**src/rtl/crc_chk_param.sv**
```systemverilog
// crc_chk_param: serial CRC checker; ports clk/g_rst, frm_start, bit_vld/bit_in/data_last stream, clear events in, crc_reg/rcvd_crc/chk_done/crc_err out
module crc_chk_param #(
  parameter int CRC_W = 13,
  parameter logic [CRC_W-1:0] POLY = 13'h1B5F,
  parameter logic [CRC_W-1:0] INIT = '0,
  parameter bit ERR_STICKY = 1'b1
) (
  input  logic             clk,
  input  logic             g_rst,
  input  logic             frm_start,
  input  logic             bit_vld,
  input  logic             bit_in,
  input  logic             data_last,
  input  logic             rx_success,
  input  logic             act_err_frm_tx,
  input  logic             psv_err_frm_tx,
  output logic [CRC_W-1:0] crc_reg,
  output logic [CRC_W-1:0] rcvd_crc,
  output logic             chk_done,
  output logic             crc_err
);
  localparam int CW = $clog2(CRC_W);
  localparam logic [CW-1:0] LAST = CW'(CRC_W - 1);
  typedef enum logic [1:0] {IDLE, CALC, RCV, DONE} state_t;
  state_t state_q, state_d;
  logic [CRC_W-1:0] crc_q, crc_d, rcvd_q, rcvd_d;
  logic [CW-1:0] cnt_q, cnt_d;
  logic done_q, done_d, err_q, err_d;
  logic clr, fb;
  assign clr = rx_success | act_err_frm_tx | psv_err_frm_tx;
  assign fb = bit_in ^ crc_q[CRC_W-1];
  always_comb begin
    state_d = state_q;
    crc_d = crc_q;
    rcvd_d = rcvd_q;
    cnt_d = cnt_q;
    done_d = 1'b0;
    err_d = ERR_STICKY ? err_q : 1'b0;
    if (clr) begin
      state_d = IDLE;
      crc_d = INIT;
      rcvd_d = '0;
      cnt_d = '0;
      err_d = 1'b0;
    end else if (frm_start) begin
      state_d = CALC;
      crc_d = INIT;
      rcvd_d = '0;
      cnt_d = '0;
      err_d = 1'b0;
    end else if (bit_vld && state_q == CALC) begin
      crc_d = {crc_q[CRC_W-2:0], 1'b0} ^ (fb ? POLY : '0);
      state_d = data_last ? RCV : CALC;
    end else if (bit_vld && state_q == RCV) begin
      rcvd_d = {rcvd_q[CRC_W-2:0], bit_in};
      cnt_d = cnt_q + 1'b1;
      if (cnt_q == LAST) begin
        done_d = 1'b1;
        err_d = crc_q != rcvd_d;
        cnt_d = '0;
        state_d = DONE;
      end
    end
  end
  always_ff @(posedge clk or posedge g_rst)
    if (g_rst) begin
      state_q <= IDLE;
      crc_q <= INIT;
      rcvd_q <= '0;
      cnt_q <= '0;
      done_q <= 1'b0;
      err_q <= 1'b0;
    end else begin
      state_q <= state_d;
      crc_q <= crc_d;
      rcvd_q <= rcvd_d;
      cnt_q <= cnt_d;
      done_q <= done_d;
      err_q <= err_d;
    end
  assign crc_reg = crc_q;
  assign rcvd_crc = rcvd_q;
  assign chk_done = done_q;
  assign crc_err = err_q;
endmodule

```
**config.mk**
```make
export PLATFORM = sky130hd
export DESIGN_NAME = crc_chk_param
export DESIGN_NICKNAME = d
export VERILOG_FILES = /design/src/rtl/crc_chk_param.sv
export SDC_FILE = /design/constraint.sdc
export NUM_CORES = 1
export LEC_CHECK = 0
export ABC_AREA = 1
export CAP_MARGIN = 20
export CORE_MARGIN = 2
export CORE_UTILIZATION = 30
export CTS_CLUSTER_DIAMETER = 40
export DETAILED_ROUTE_END_ITERATION = 8
export SYNTH_ARGS = -nofsm -noshare
export SYNTH_HDL_FRONTEND = slang
export SYNTH_SLANG_ARGS = --single-unit
export TNS_END_PERCENT = 100
```
**constraint.sdc**
```tcl
create_clock -name clk -period 2.4 [get_ports clk]
set_clock_uncertainty 0.2 [all_clocks]
set_input_delay 0.24 -clock clk [delete_from_list [all_inputs] [get_ports clk]]
set_output_delay 0.24 -clock clk [all_outputs]
set_load 0.01 [all_outputs]
```
Word level (Yosys, flattened, before mapping):

Cells that the tools add are included.

* memory bits (read-only): 0
* memories kept: 0
* bits in writable memories: 0
* register bits: 34
* word-level logic and storage cells: 55
* bits in latches: 0
* bits of input ports: 9

* bitwise operators: 4
* $add $sub $neg: 1
* shifts and indexed selects: 0
* multiply operators: 0
* eq/ne operators: 5
* order comparisons: 0
* reduce and logical (&&, ||, !) cells: 10
* multiplexer cells: 29
* divide/modulo/power cells: 0

Operator list (number)
* $mux W13: 8
* $mux W4: 5
* $ne A13 B13 Y1: 1
* $xor A13 B13 Y13: 1
* $mux W2: 6
* $mux W1: 10
* $reduce_bool A3 Y1: 3
* $reduce_bool A4 Y1: 2
* $add A4 B1 Y4 const B: 1
* $eq A4 B4 Y1 const B: 1
* $reduce_and A2 Y1: 2
* $ne A3 B3 Y1 const B: 1
* $reduce_and A3 Y1: 1
* $eq A2 B1 Y1 const B: 1
* $eq A2 B2 Y1 const B: 1
* $logic_and A1 B1 Y1: 2
* $or A1 B1 Y1: 2
* $xor A1 B1 Y1: 1

Longest topological paths before layout:

Gate-level depths: netlist of run 1.

* word-level depth: 6
* mapped depth: 9

Worst setup path before layout of run 1:

No wires, ideal clock.

* path type: reg-to-reg
* from: register cnt_q[0]
* to: register state_q[0]
* data required time: 2.074 ns
* setup slack: 0.945 ns
* setup time: 0.126 ns
* clock period less this slack: 1.455 ns
* cell stages (with the launch flop): 9
* arrival time: 1.129 ns
* cells stage by stage: dfrtp_1 inv_1 ha_1 nand3_1 nor2_1 nor2_1 nand2_1 nand3_1 o21ai_0

* cells in the longest elaborated chain, start to end: 3

RTL lines
* start, declared: RTL line 27 `logic [CW-1:0] cnt_q, cnt_d;`
* start signal, assigned: RTL line 77 `cnt_q <= cnt_d;`
* $eq A4 B4 Y1: RTL line 57 `if (cnt_q == LAST) begin`
* $reduce_bool A4 Y1 (no source line)
* $reduce_and A2 Y1 (no source line)
* end signal, assigned: RTL line 74 `state_q <= state_d;`
* end, declared: RTL line 25 `state_t state_q, state_d;`

No other way between the ends.
A chain may end at the register's enable or synchronous reset.

Final worst setup path of run 1:

* from: register state_q[1]
* to: register rcvd_q[8], in the netlist rcvd_crc[8]

* cells in the longest elaborated chain, start to end: 4
* elaborated cells between the ends (all ways): 7
* those cells by class: eq/ne: 3; reduce/logical: 4

RTL lines
* $eq A2 B1 Y1 / $eq A2 B2 Y1 (equally long branches): RTL line 51, 54
* $logic_and A1 B1 Y1 (on tied branches): RTL line 51, 54
* $ne A3 B3 Y1 (no source line) / $reduce_bool A3 Y1 (equally long branches)
* $reduce_and A2 Y1 (no source line) *
* end signal, assigned: RTL line 76 `rcvd_q <= rcvd_d;`
* end, declared: RTL line 26 `logic [CRC_W-1:0] crc_q, crc_d, rcvd_q, rcvd_d;`

Every way passes the cells marked *; elsewhere a longest branch is shown, timed or not.

==> impl_metrics.tcl, run 1 <==
set metrics [dict create \
    status "finished, final reports clean" \
    required_ns 2.35 \
    synthCells 208 \
    cts_resized 0 \
    gp_congestion 0.776 \
    finalMaxSlewViolations 0 \
    io_pins 37 \
    synth_adder_area_share 0.0147 \
    path_class "reg2reg" \
    placed_area_um2 2150 \
    initial_core_util 0.309 \
    drcViolationCount 0 \
    finalHoldViolCount 0 \
    row_count 27 \
    grt-ovfl-total 0 \
    synth-compound-area-share 0.138 \
    htree_num_levels 2 \
    grt_antenna_before_repair 0 \
    nFillCells 555 \
    cts_buffers 5 \
    max_stage_delay_ns 0.55 \
    slew_headroom 0.564 \
    clkTransAtPathRegs_ns 0.07 \
    cts.sinks 34 \
    ys_ff_latch 34 \
    setup_tns_ns 0 \
    yosys.area_share.simple 0.191 \
    antennaDiodeCount 0 \
    design.die.area_um2 6290 \
    syn2layout_area_growth_pct 31.8 \
    vias 1472 \
    crit_start "state_q[1]" \
    ctsLongestPathBuffers 2 \
    dp_hpwl_mm 2.84 \
    synth_top_family_by_area "simple AND/OR/NAND/NOR gates" \
    via_per_inst 4.57 \
    routed_wirelength_mm 4.00 \
    synth.distinct_cells 21 \
    die-height_um 79.3 \
    hp-class "in2async" \
    port_buffers 36 \
    clk_latency_ns 0.29 \
    synthMuxAreaShare 0 \
    grt_pass1_vias 1482 \
    cap_viol_max_count 0 \
    cp.arrival_ns 1.84 \
    synth_xor_xnor_area_share 0.0676 \
    grt_pass1_wl_mm 6.74 \
    final_nets 260 \
    grt_max_degree 35 \
    power.density_nw_per_um2 478 \
    cpMaxStageDelayCell "clkinv_1" \
    start_kind "register" \
    fmax_ghz 0.529 \
    tightest_slew_ns 0.650 \
    crit_path_cell_trace "nand3_1 -> clkinv_1 -> o21ai_0 -> a21oi_1" \
    syn_nets 219 \
    ys_seq_area_frac 0.500 \
    ctsHoldBuffers 0 \
    period_share 0.788 \
    ir_drop_v 0.000196 \
    ys_warn_count 0 \
    drtIter0Drc 87 \
    syn_area_um2 1700 \
    cp_max_fo 27 \
    dieWidth_um 79.3 \
    avgSynthCellArea_um2 8.18 \
    total_leakage_power_nw 0.975 \
    clockRootBuffer "clkbuf_8" \
    regToRegStartpoint "state_q[1]" \
    wl_per_cell_um 12.4 \
    antenna_left 0 \
    drive_gt1_frac 0.0480 \
    endpoint_kind "register" \
    final_cell_area_um2 2240 \
    first_pass_iters 4 \
    layout_min_cycle_time_ns 1.89 \
    rsz0062_at_grt "no" \
    grtUsageTotal 0.141 \
    setup_viol 0 \
    core-area_um2 5510 \
    postCtsSetupBuffers 0 \
    cts_tree "done" \
]
-- Yosys cell counts --
cell	count	area [µm²]
nor2_1	12	45.0
a211oi_1	1	7.51
nand3b_1	1	7.51
xnor2_1	1	8.76
nand2_1	51	191
a21boi_1	1	7.51
nand3_1	9	45.0
clkbuf_1	2	7.51
buf_2	3	15.0
a21oi_1	13	65.1
dfrtp_1	34	851
nor3_1	1	5.00
xor2_1	9	78.8
xor2_4	1	27.5
ha_1	2	25.0
nor2_2	1	6.26
nand4_1	4	25.0
inv_1	33	124
o21ai_0	16	80.1
clkinv_1	1	3.75
o22ai_1	12	75.1
-- layer usage --
layer  up-vias  share of wire  track usage
met5         -              0            0
met3         7          0.068       0.0489
met1       687           0.48        0.188
met4         0          0.016       0.0603
li1        746              -            -
met2        32           0.43        0.206
-- power breakdown --
group | internal, mW | switching [mW]
Clock | 0.231 | 0.208
Sequential | 0.574 | 0.000776
Combinational | 0.0236 | 0.0348
-- stage by stage --
stage	cells	power, mW	hold WS, ns	util	setup slack [ns]
finish	322	1.07	0.145	0.407	0.508
global route	322	1.12	0.206	0.407	0.271
CTS	322	1.09	0.167	0.407	0.526
detailed placement	314	0.645	0.273	0.391	0.231
global placement	314	0.646	0.271	0.391	0.253
floorplan	208	0.617	0.182	-	0.945
-- placed cells by master, fill, tap and decap left out, types with 2 or more instances in the layout --
master,n
nor2_1,12
xor2_1,9
buf_4,3
nand4_1,4
inv_1,33
o21ai_0,16
nand3_1,9
ha_1,2
o22ai_1,12
dfrtp_1,34
a21oi_1,13
nand2_1,51
clkdlybuf4s50_1,36
clkbuf_8,6
-- cell type report --
| class | count | area (µm²) | share of cell area |
|---|---|---|---|
| repair buffers | 39 | 383 | 0.171 |
| multi-input cells | 135 | 701 | 0.312 |
| well taps | 72 | 90.1 | 0.0402 |
| inverters | 34 | 128 | 0.0569 |
| flip-flops and latches | 34 | 851 | 0.379 |
| clock buffers | 7 | 86.3 | 0.0385 |
| clock inverters | 1 | 5.00 | 0.00223 |
-- cell families (layout without fill, tap and decap cells) --
kind of cell	Yosys count	in the layout
buf+inv	39	81
xor+xnor	11	11
simple gates	79	79
flops	34	34
compound gates	43	43
fa+ha+maj	2	2
-- path summary, 6_finish.rpt --
kind | slack, ns | to | depth (start not counted)
min | 0.15 | rcvd_crc[0] | 3
min reg2reg | 0.29 | crc_err | 2
min in group clk | 0.29 | crc_err | 2
max reg2reg | 0.51 | rcvd_crc[8] | 4
max | 0.51 | rcvd_crc[8] | 4
max in group asynchronous | 1.53 | rcvd_crc[4] | 3
-- worst max-delay path: cells and delay by family (launching register included) --
| kind | cells | cell delay, ns |
|---|---|---|
| compound gates | 2 | 0.45 |
| buf+inv | 1 | 0.55 |
| flops | 1 | 0.39 |
| simple gates | 1 | 0.16 |
Power figures use the tool's default switching activity.
==> run 2, diff against run 1 <==
- clock period: 2.4 -> 1.9 ns (I/O delays scaled with it)
==> run 2 against run 1 <==
Combinational power increased by 42%. Final cell count up 1.6%. Hold slack got worse by 0.052 ns. Setup slack worse by 0.40 ns. Routed wire length is 1.4% lower. Sequential power rose by 26%. Largest cell class unchanged.
==> impl_metrics.tcl, run 2 (same netlist as run 1, synthesis figures left out) <==
set metrics [dict create \
    crit_path_cell_trace "clkdlybuf4s50_1" \
    total_leakage_power_nw 1.01 \
    comb_power_share 0.060 \
    p_int_mw 1.05 \
    rrSetupSlack_ns 0.31 \
    row_count 27 \
    cap_viol_max_count 0 \
    gp_congestion 0.798 \
    setup_tns_ns 0 \
    io_pins 37 \
    grt_antenna_before_repair 0 \
    swShare 0.231 \
    power_mw 1.37 \
    start_kind "register" \
    seq_power_share 0.530 \
    path_delay_family "buffers and inverters" \
    cts.sinks 34 \
    grtUsageTotal 0.136 \
    regToRegStartpoint "cnt_q[0]" \
    dieWidth_um 79.3 \
    dp_hpwl_mm 2.88 \
    wl_per_cell_um 12.1 \
    required_ns 1.51 \
    clock_power_share 0.409 \
    core-area_um2 5510 \
    ir_drop_v 0.000215 \
    cts_resized 0 \
    drtIter0Drc 49 \
    first_pass_iters 4 \
    layout_min_cycle_time_ns 1.79 \
    grt_pass1_wl_mm 6.53 \
    postCtsSetupBuffers 0 \
    cts_buffers 5 \
    nFillCells 563 \
    drcViolationCount 0 \
    cp.buffers_inverters 1 \
    clockRootBuffer "clkbuf_8" \
    vias 1489 \
    layout_commonest_cell "nand2_1" \
    design.die.area_um2 6290 \
    fmax_ghz 0.557 \
    utilization 0.422 \
    power.density_nw_per_um2 589 \
    grt_pass1_vias 1380 \
    drive_gt1_frac 0.0706 \
    reg2reg_depth 7 \
    cp.arrival_ns 1.40 \
    placed_area_um2 2230 \
    finalHoldViolCount 0 \
    rsz0062_at_grt "no" \
    ctsLongestPathBuffers 2 \
    max_stage_delay_ns 0.60 \
    final_cell_area_um2 2320 \
    tightest_slew_ns 0.445 \
    htree_num_levels 2 \
    cts_tree "done" \
    via_per_inst 4.55 \
    fin_hold_ws_ns 0.0932 \
    cp_max_fo 5 \
    routed_wirelength_mm 3.94 \
    antenna_left 0 \
    p_sw_mw 0.316 \
    port_buffers 36 \
    grt_max_degree 35 \
    path_class "reg2out" \
    grt-ovfl-total 0 \
    clkTransAtPathRegs_ns 0.07 \
    clk_latency_ns 0.29 \
    ctsHoldBuffers 0 \
    endpoint_kind "primary output" \
    cpMaxStageDelayCell "clkdlybuf4s50_1" \
    layout_common_cells "nand2_1, clkdlybuf4s50_1, dfrtp_1, inv_1, o21ai_0" \
    syn2layout_area_growth_pct 36.5 \
    setup_viol 0 \
    antennaDiodeCount 0 \
    status "finished, final reports clean" \
    reg2reg_to "cnt_q[2]" \
    hp-class "in2async" \
    final_nets 265 \
    period_share 0.945 \
    die-height_um 79.3 \
    initial_core_util 0.309 \
    slew_headroom 0.704 \
    finalMaxSlewViolations 0 \
]
-- run 2: layout make-up --
class,count,area [µm²],area share
Tap cell,72,90.1,0.0388
Multi-Input combinational cell,135,701,0.302
Timing Repair Buffer,44,458,0.197
Inverter,34,128,0.0550
Clock inverter,2,12.5,0.00539
Clock buffer,6,82.6,0.0356
Sequential cell,34,851,0.366
-- run 2: stage by stage --
| stage | setup slack, ns | instances |
|---|---|---|
| finish | 0.105 | 327 |
| global route | 0.0522 | 327 |
| CTS | 0.0908 | 327 |
| detailed placement | 0.0998 | 319 |
| global placement | 0.0865 | 319 |
| floorplan | 0.445 | 208 |
-- run 2: power by group through the flow --
stage                     Sequential [mW]  Clock [mW]  Combinational [mW]
after floorplan                     0.740           0              0.0399
after detailed placement            0.740           0              0.0846
after global routing                0.725       0.616              0.0920
after CTS                           0.726       0.576              0.0848
final                               0.726       0.560              0.0827
after global placement              0.740           0              0.0841
-- run 2: tightest hold or removal path: stages --
cell and delay (ns):
clkdlybuf4s50_1 0.39, inv_1 0.05, buf_4 0.38
-- run 2: worst max-delay path by stage --
stage,from,to,slack (ns),depth (start not counted)
4_1_cts,crc_reg[12],crc_reg[12],0.09,1
5_1_grt,crc_reg[12],crc_reg[12],0.05,1
3_3_place_gp,bit_in,crc_err,0.09,7
6_report,crc_reg[12],crc_reg[12],0.11,1
3_5_place_dp,bit_in,crc_err,0.1,7
2_1_floorplan,cnt_q[0],state_q[0],0.45,8
-- run 2: routing by layer --
metal  wire length, µm  share of wire  vias up  global-route usage
met1              2040           0.52      691               0.188
met5                 0              0        -                   0
met3               183          0.046        6              0.0398
li1                  -              -      760                   -
met2              1670           0.42       32               0.204
met4                53          0.013        0              0.0466
==> run 3, diff against run 2 <==
- SLEW_MARGIN: not set -> 20
==> results of run 3 <==
Final layout, timing and power as in run 2 (identical DEF).
